<file path="config.mk">
export PLATFORM = sky130hd
export DESIGN_NAME = rsdec_berl_flat
export DESIGN_NICKNAME = d
export VERILOG_FILES = /design/src/rtl/rsdec_pkg.sv /design/src/rtl/rsdec_berl_if.sv /design/src/rtl/rsdec_gf_mul.sv /design/src/rtl/rsdec_berl.sv /design/src/flat_wrapper.sv
export SDC_FILE = /design/constraint.sdc
export NUM_CORES = 1
export LEC_CHECK = 0
export BUFFER_PORTS_ARGS = -buffer_cell sky130_fd_sc_hd__buf_2
export CORE_AREA = 2 2 266 268
export DETAILED_ROUTE_END_ITERATION = 10
export DIE_AREA = 0 0 268 270
export PLACE_DENSITY_LB_ADDON = 0.3
export SETUP_SLACK_MARGIN = 0.02
export SLEW_MARGIN = 10
export SYNTH_ARGS = -nofsm -noshare
export SYNTH_HDL_FRONTEND = slang
export SYNTH_HIERARCHICAL = 1
export SYNTH_SLANG_ARGS = --single-unit
</file>
<file path="constraint.sdc">
create_clock -name clk -period 8.3 [get_ports clk]
set_clock_uncertainty 0.1 [all_clocks]
set_input_delay 1.66 -clock clk [delete_from_list [all_inputs] [get_ports clk]]
set_output_delay 1.66 -clock clk [all_outputs]
set_load 0.1 [all_outputs]
</file>
<file path="src/rtl/rsdec_pkg.sv">
// Shared constants and types for the RS(n, n-4) decoder over GF(2^8), t = 2.
// The field is generated by x^8+x^7+x^2+x+1; GF_POLY holds the low byte
// (the x^8 term is implicit in the reduction step).
package rsdec_pkg;

    typedef logic [7:0] gf_t;

    localparam gf_t GF_POLY = 8'h87;
    localparam int  T       = 2;
    localparam int  NSYN    = 4;

    typedef enum logic [1:0] {
        IDLE  = 2'd0,
        ITER  = 2'd1,
        OMEGA = 2'd2
    } state_t;

endpackage

</file>
<file path="src/rtl/rsdec_berl_if.sv">
// Bundle between the syndrome stage, the key-equation solver and the
// Chien/Forney stages: start request, four syndromes, and the solver results.
interface rsdec_berl_if;
    import rsdec_pkg::*;

    logic start;
    gf_t  s0, s1, s2, s3;
    gf_t  lambda0, lambda1, lambda2;
    gf_t  omega0, omega1;
    logic fail;
    logic busy;
    logic done;

    modport master (
        output start, s0, s1, s2, s3,
        input  lambda0, lambda1, lambda2, omega0, omega1, fail, busy, done
    );

    modport slave (
        input  start, s0, s1, s2, s3,
        output lambda0, lambda1, lambda2, omega0, omega1, fail, busy, done
    );

endinterface

</file>
<file path="src/rtl/rsdec_gf_mul.sv">
// Combinational GF(2^8) multiplier, y = a*b reduced modulo the field polynomial.
module rsdec_gf_mul
    import rsdec_pkg::*;
(
    input  gf_t a,
    input  gf_t b,
    output gf_t y
);

    gf_t acc;

    // Horner evaluation over the bits of b: multiply the running sum by x, then add a if the bit is set
    always_comb begin
        acc = '0;
        for (int i = 7; i >= 0; i--) begin
            acc = {acc[6:0], 1'b0} ^ (acc[7] ? GF_POLY : 8'h00);
            if (b[i]) begin
                acc = acc ^ a;
            end
        end
        y = acc;
    end

endmodule

</file>
<file path="src/rtl/rsdec_berl.sv">
// Inversionless Berlekamp-Massey key-equation solver for t = 2.
// Four iterations build the (unnormalised) error locator, one more cycle
// forms the error evaluator by reusing the discrepancy multipliers.
module rsdec_berl
    import rsdec_pkg::*;
(
    input  logic        clk,
    input  logic        clrn,
    rsdec_berl_if.slave bus
);

    state_t            state;
    gf_t               sr    [0:NSYN-1];
    gf_t               lam   [0:NSYN];
    gf_t               bp    [0:NSYN];
    gf_t               gamma;
    logic signed [3:0] k;
    logic [2:0]        len;
    logic [1:0]        r;

    gf_t               lambda0_q, lambda1_q, lambda2_q;
    gf_t               omega0_q, omega1_q;
    logic              fail_q, busy_q, done_q;

    gf_t               da    [0:NSYN];
    gf_t               db    [0:NSYN];
    gf_t               dy    [0:NSYN];
    gf_t               gl    [0:NSYN];
    gf_t               bsh   [0:NSYN];
    gf_t               dbx   [0:NSYN];
    gf_t               delta;

    // Discrepancy multipliers take Lambda[i]*S[r-i] while iterating; in OMEGA they form the three evaluator products
    always_comb begin
        for (int i = 0; i <= NSYN; i++) begin
            da[i] = lam[i];
            db[i] = '0;
            for (int j = 0; j < NSYN; j++) begin
                if (i + j == int'(r)) begin
                    db[i] = sr[j];
                end
            end
        end
        if (state == OMEGA) begin
            da[0] = lam[0];
            db[0] = sr[0];
            da[1] = lam[0];
            db[1] = sr[1];
            da[2] = lam[1];
            db[2] = sr[0];
            da[3] = '0;
            db[3] = '0;
            da[4] = '0;
            db[4] = '0;
        end
    end

    // Discrepancy is the field sum of the five products; x*B feeds the correction term
    always_comb begin
        delta  = '0;
        bsh[0] = '0;
        for (int i = 0; i <= NSYN; i++) begin
            delta = delta ^ dy[i];
        end
        for (int i = 1; i <= NSYN; i++) begin
            bsh[i] = bp[i-1];
        end
    end

    genvar gi;
    generate
        for (gi = 0; gi <= NSYN; gi++) begin : g_mul
            rsdec_gf_mul u_delta (.a(da[gi]), .b(db[gi]),  .y(dy[gi]));
            rsdec_gf_mul u_glam  (.a(gamma),  .b(lam[gi]), .y(gl[gi]));
            rsdec_gf_mul u_dbx   (.a(delta),  .b(bsh[gi]), .y(dbx[gi]));
        end
    endgenerate

    // Control FSM with the iBM register updates and the registered result outputs
    always_ff @(posedge clk or negedge clrn) begin
        if (!clrn) begin
            state     <= IDLE;
            for (int i = 0; i < NSYN; i++) begin
                sr[i] <= '0;
            end
            for (int i = 0; i <= NSYN; i++) begin
                lam[i] <= '0;
                bp[i]  <= '0;
            end
            gamma     <= '0;
            k         <= '0;
            len       <= '0;
            r         <= '0;
            lambda0_q <= '0;
            lambda1_q <= '0;
            lambda2_q <= '0;
            omega0_q  <= '0;
            omega1_q  <= '0;
            fail_q    <= 1'b0;
            busy_q    <= 1'b0;
            done_q    <= 1'b0;
        end else begin
            done_q <= 1'b0;
            unique case (state)
                IDLE: begin
                    if (bus.start) begin
                        sr[0] <= bus.s0;
                        sr[1] <= bus.s1;
                        sr[2] <= bus.s2;
                        sr[3] <= bus.s3;
                        for (int i = 0; i <= NSYN; i++) begin
                            lam[i] <= (i == 0) ? 8'h01 : 8'h00;
                            bp[i]  <= (i == 0) ? 8'h01 : 8'h00;
                        end
                        gamma  <= 8'h01;
                        k      <= '0;
                        len    <= '0;
                        r      <= '0;
                        busy_q <= 1'b1;
                        state  <= ITER;
                    end
                end
                ITER: begin
                    for (int i = 0; i <= NSYN; i++) begin
                        lam[i] <= gl[i] ^ dbx[i];
                    end
                    if ((delta != 8'h00) && !k[3]) begin
                        for (int i = 0; i <= NSYN; i++) begin
                            bp[i] <= lam[i];
                        end
                        gamma <= delta;
                        k     <= ~k;
                        len   <= {1'b0, r} + 3'd1 - len;
                    end else begin
                        for (int i = 0; i <= NSYN; i++) begin
                            bp[i] <= bsh[i];
                        end
                        k <= k + 4'sd1;
                    end
                    r <= r + 2'd1;
                    if (r == 2'd3) begin
                        state <= OMEGA;
                    end
                end
                OMEGA: begin
                    lambda0_q <= lam[0];
                    lambda1_q <= lam[1];
                    lambda2_q <= lam[2];
                    omega0_q  <= dy[0];
                    omega1_q  <= dy[1] ^ dy[2];
                    fail_q    <= (int'(len) > T);
                    busy_q    <= 1'b0;
                    done_q    <= 1'b1;
                    state     <= IDLE;
                end
                default: begin
                    state <= IDLE;
                end
            endcase
        end
    end

    assign bus.lambda0 = lambda0_q;
    assign bus.lambda1 = lambda1_q;
    assign bus.lambda2 = lambda2_q;
    assign bus.omega0  = omega0_q;
    assign bus.omega1  = omega1_q;
    assign bus.fail    = fail_q;
    assign bus.busy    = busy_q;
    assign bus.done    = done_q;

endmodule

</file>
<file path="src/flat_wrapper.sv">
// flat-port wrapper written by rule: the top's interface ports become plain ports
module rsdec_berl_flat import rsdec_pkg::*;
  (clk, clrn, bus_start, bus_s0, bus_s1, bus_s2, bus_s3, bus_lambda0, bus_lambda1, bus_lambda2, bus_omega0, bus_omega1, bus_fail, bus_busy, bus_done);
  rsdec_berl_if bus_i ();
  input  logic clk;
  input  logic clrn;
  input wire logic [$bits(bus_i.start)-1:0] bus_start;
  input wire logic [$bits(bus_i.s0)-1:0] bus_s0;
  input wire logic [$bits(bus_i.s1)-1:0] bus_s1;
  input wire logic [$bits(bus_i.s2)-1:0] bus_s2;
  input wire logic [$bits(bus_i.s3)-1:0] bus_s3;
  output wire logic [$bits(bus_i.lambda0)-1:0] bus_lambda0;
  output wire logic [$bits(bus_i.lambda1)-1:0] bus_lambda1;
  output wire logic [$bits(bus_i.lambda2)-1:0] bus_lambda2;
  output wire logic [$bits(bus_i.omega0)-1:0] bus_omega0;
  output wire logic [$bits(bus_i.omega1)-1:0] bus_omega1;
  output wire logic [$bits(bus_i.fail)-1:0] bus_fail;
  output wire logic [$bits(bus_i.busy)-1:0] bus_busy;
  output wire logic [$bits(bus_i.done)-1:0] bus_done;
  assign bus_i.start = bus_start;
  assign bus_i.s0 = bus_s0;
  assign bus_i.s1 = bus_s1;
  assign bus_i.s2 = bus_s2;
  assign bus_i.s3 = bus_s3;
  assign bus_lambda0 = bus_i.lambda0;
  assign bus_lambda1 = bus_i.lambda1;
  assign bus_lambda2 = bus_i.lambda2;
  assign bus_omega0 = bus_i.omega0;
  assign bus_omega1 = bus_i.omega1;
  assign bus_fail = bus_i.fail;
  assign bus_busy = bus_i.busy;
  assign bus_done = bus_i.done;
  rsdec_berl u_core (.clk(clk), .clrn(clrn), .bus(bus_i));
endmodule
</file>
== After elaboration in Yosys (flattened, before gate mapping) ==
Cells that the tools add are included.

* Register bits after elaboration: 166
* Bits in latches: 0
* Memory bits (writable): 0
* ROM bits: 0
* Input port bits: 35
* Output and inout bits: 43
* Word-level logic and storage cells: 501
* Memories kept: 0

* $add $sub $neg: 4
* $mul: 0
* Divide/modulo/power cells: 0
* Magnitude comparators: 1
* Eq/ne operators: 9
* Shifts and indexed selects: 0
* Multiplexer cells: 243
* Bitwise gates (word level): 206
* Reduce and logical (&&, ||, !) cells: 12

{| class="wikitable"
|+ Operators with widths
! kind !! count
|-
| 8-bit 2-to-1 mux || 222
|-
| 8-bit XOR || 205
|-
| 40-bit one-hot mux with 2 select lines || 2
|-
| 40-bit 2-to-1 mux || 3
|-
| 32-bit 2-to-1 mux || 1
|-
| 8-bit one-hot mux with 2 select lines || 1
|-
| 4-bit 2-to-1 mux || 2
|-
| 2-bit one-hot mux with 2 select lines || 2
|-
| 4-bit one-hot mux with 2 select lines || 1
|-
| 2-bit AND reduction || 4
|-
| 8-bit nonzero test || 1
|-
| 2-bit 2-to-1 mux || 3
|-
| 3-bit 2-to-1 mux || 2
|-
| 3-bit one-hot mux with 2 select lines || 1
|-
| 4-bit by 2-bit adder with 4-bit output, second input constant || 1
|-
| 2-bit == test, first input constant || 2
|-
| 2-bit == test, second input constant || 2
|-
| 2-bit logical NOT || 2
|-
| 2-bit by 1-bit inequality test with 1-bit output, second input constant || 2
|-
| 4-bit NOT || 1
|-
| 2-bit nonzero test || 2
|-
| 2-bit by 1-bit adder with 3-bit output, second input constant || 1
|-
| 3-bit by 2-bit greater-than comparator with 1-bit output, second input constant || 1
|-
| 3-bit AND reduction || 1
|-
| 9 further kinds || 10
|}

== Depth between registers and ports, before layout ==
* Depth in word-level cells: 70
* Gate-level depth with buffers: 26
* Gate-level depth less buffers: 23

== Cells and area by module ==
The synthesis kept the hierarchy.

{| class="wikitable"
|+ Modules (own cells, without submodules)
! module !! times used !! cells an instance !! area each (um^2) !! sequential area each (um^2)
|-
| rsdec_gf_mul || 15 || 150 || 1042.2 || 0.0
|-
| rsdec_berl || 1 || 936 || 8420.6 || 4154.0
|}

== Worst setup path after synthesis ==
Ideal clock, no wire load.

* Path type: reg-to-reg
* Start point: register u_core.r[0]
* End point: register u_core/lam[0] (netlist bit)
* Library setup time: 137 ps
* Data arrival time: 6370 ps
* Data required time: 8063 ps
* Path slack: 1693 ps
* Stages on the path, launching flop included: 23
* Buffers on the path: 3
* Clock period less this slack: 6607 ps
* Path through: dfrtp_1 > ha_1 > clkbuf_1 > nor4b_1 > a222oi_1 > inv_1 > buf_2 > nand2_1 > xnor2_1 > xnor2_2 > xnor3_2 > xnor2_2 > xnor3_1 > xnor2_1 > xor2_1 > buf_2 > nand2_1 > xnor2_1 > xnor3_2 > xnor2_2 > xor3_1 > xnor2_1 > o21ai_0

{| class="wikitable"
|+ RTL lines
! item !! RTL line !! RTL
|-
| start: declaration || rsdec_berl.sv:19 || <nowiki>logic [1:0] r;</nowiki>
|-
| start signal: assignment || rsdec_berl.sv:140 || <nowiki>r <= r + 2'd1;</nowiki>
|-
| end signal: indexed assignment || rsdec_berl.sv:112 || <nowiki>lam[i] <= (i == 0) ? 8'h01 : 8'h00;</nowiki>
|-
| end signal: indexed assignment || rsdec_berl.sv:125 || <nowiki>lam[i] <= gl[i] ^ dbx[i];</nowiki>
|-
| end: declaration || rsdec_berl.sv:14 || <nowiki>gf_t lam [0:NSYN];</nowiki>
|}

==> results.toml <==
[finish]
drive_above_1_share_pct = 9.63
fin_util_pct = 36.7
fillers = 7230
seqCellArea_um2 = 4160
diodes = 0
stdcell_area_um2 = 25500
final_nets = 3105
area_growth_pct = 6.09
multi_input_comb_area_um2 = 18600

[worst_setup_path]
rr_endpoint = "u_core/lam[16]"
start_kind = "register"
r2r_start = "u_core/r[0]"
crit_fanout = 17
r2r_slack_ns = 0.78
critPathKind = "register to register"
critPathRequiredTime_ns = 8.54
critPathCaptureType = "register"
r2r_cells = 22
cp.arrival_ns = 7.76
crit_start = "u_core/r[0]"

[yosys]
yosysMostFrequentCell = "nand2_1"
yosysTopAreaCell = "xnor2_1"
synth_area_leaders = "xnor2_1 (28%), nand2_1 (18%), dfrtp_1 (17%)"
synth_ff_type = "dfrtp_1"
yosysTopAreaCellShare_pct = 28.0
synthCells = 3186
syn_area_per_cell_um2 = 7.55
synth_common_cells = "nand2_1 (1181), xnor2_1 (769), clkbuf_1 (171), dfrtp_1 (166), xor2_1 (158)"
yosysSeqAreaShare_pct = 17.3
synth.distinct_cells = 56
yosys_warnings = 6
synthArstFlopShare_pct = 100
synth-edff-count = 0
netlist_area_um2 = 24100
yosys_register_bits = 166

[timing]
grt_setup_unrepaired = "no"
max_freq_ghz = 0.133
slew_violations = 0
finalHoldViolCount = 0
relSlewSlack_pct = 22.0
setup_viol = 0
worstMarginPinSlew_ns = 1.17
fin_tns_setup_ns = 0
period_needed_ns = 7.52
fin_crit_sh_pct = 90.6

[floorplanning]
die_w_um = 268
num_rows = 97
initial_core_util_pct = 34.6
die_y_um = 270
ios = 78
core_area_um2 = 69500
die_area_um2 = 72400

[route]
ant_nets = 0
drt-initial-drc-count = 1582
firstDrtPassIters = 6
routed_via_density = 4.90
dr_total_vias = 19700
route.detailed.drc = 0
wl_per_cell_um = 17.5
routed_wl_um = 70200

[outcome]
outcome = "complete, no violations"

[global_route]
grt_start_max_net_pins = 92
antenna_found_initial = 0
grt_pass1_vias = 18900
grt_pass1_wl_um = 112000
track_usage_pct = 19.6
grt-ovfl-total = 0

[placed_design]
io_buffers = 77
place.gp.congestion = 0.840
placed_area_um2 = 24900
place_hpwl_um = 47400

[worst_hold_path]
whs_path_depth = 2
min_to = "u_core/bus.omega0[2]"
hold_class = "register to register"
worstHoldStart = "u_core/bus.omega0[2]"

[clocking]
clock_tree.root_cell = "clkbuf_16"
numClockSinks = 166
cts_tree = "yes"
numCtsBuffers = 17
max-clock-path-buffers = 2
cts.clk_slew.worst_paths_ns = 0.07
htreeDepth = 4
insertion_delay_ns = 0.50

[flow_run]
maxCapViolCount = 0
==> state kept, by name (all words and copies together) (netlist names) <==
name and cells:
u_core/gamma 8, u_core/sr 32, u_core/bus.busy 1, u_core/bus.lambda1 8, u_core/bus.omega0 8, u_core/state 2
u_core/bus.done 1, u_core/k 4, u_core/lam 40, u_core/bus.fail 1, u_core/r 2, u_core/bp 32
u_core/bus.omega1 8, u_core/bus.lambda0 8, u_core/len 3, u_core/bus.lambda2 8
==> area by class of cell <==
cell class / count / area share, %
Timing Repair Buffer: 147 / 3.65
Tap cell: 940 / 4.61
Clock inverter: 15 / 0.799
Clock buffer: 17 / 1.67
Sequential cell: 166 / 16.3
Inverter: 16 / 0.235
Multi-Input combinational cell: 2714 / 72.7
==> stage by stage <==
step	hold WS, ns	instances	setup slack (ns)
after floorplan	0.346	3205	1.69
after global placement	0.358	3982	0.263
after detailed placement	0.362	3982	0.237
after CTS	0.379	4014	0.188
after global routing	0.399	4015	0.134
final	0.373	4015	0.781
==> layout by cell type (no fill, tap or decap), types with 14 or more instances in the layout <==
cell	n
a21oi_1	27
a22o_1	16
a22oi_1	16
a32oi_1	25
and2_1	17
and2b_1	15
buf_2	76
buf_4	69
clkbuf_16	17
conb_1	20
dfrtp_1	163
inv_1	14
mux2_2	15
mux2i_1	15
mux2i_2	15
nand2_1	1181
nand2_2	15
nand2b_1	31
nand3_1	29
nand4_1	25
nor2_1	26
nor3b_1	24
o21ai_0	87
xnor2_1	768
xnor2_2	31
xnor3_1	53
xnor3_2	15
xor2_1	150
xor3_1	15
==> worst max-delay path, stage by stage (launching register included) <==
cell and delay, ns:
dfrtp_1 0.44, inv_1 0.10, ha_1 0.19, clkinv_1 0.37, o21ai_2 0.63, a222oi_1 0.15
inv_1 0.30, nand2_1 0.11, xor2_1 0.19, xnor2_1 0.25, xnor3_2 0.52, xnor2_2 0.33
xnor3_1 0.52, xnor2_2 0.56, xor2_4 0.58, nand2_1 0.14, xnor2_1 0.28, xnor2_2 0.18
xnor3_2 0.42, xnor2_2 0.27, xor3_1 0.47, xnor2_1 0.15, o21ai_0 0.09
==> worst max-delay path by stage <==
stage	to	slack [ns]	cells past startpoint
final	u_core/lam[16]	0.78	22
after global routing	u_core/lam[15]	0.13	22
after detailed placement	u_core/lam[0]	0.24	21
after CTS	u_core/lam[0]	0.19	21
after global placement	u_core/lam[0]	0.26	21
after floorplan	u_core/lam[0]	1.69	22
==> timing repair <==
| action | in CTS | in global routing |
|---|---|---|
| hold buffers | 0 | 0 |
| setup endpoints to repair | 0 | 16 |
| resized for setup | 0 | 3 |
| buffers inserted | 0 | 0 |
==> metal layers <==
layer	track usage (%)	vias to the layer above	wire length, µm
met5	0	-	0
met1	27.8	9400	33100
met4	4.75	0	1180
met2	31.3	560	32100
met3	2.72	58	3750
li1	-	9642	-
==> logic make-up after synthesis <==
logic type,share of synthesized area (%)
AOI/OAI and AO/OA,5.58
xor gates and xnor gates,43.7
buffers and inverters,6.83
and+or+nand+nor,23.9
other,0.0156
muxes,2.23
adders and majority gates,0.416
DFF,17.3
Power is left out: the tool's default activity adds up to more than one toggle a clock period on the data nets, which glitch-free logic cannot reach.
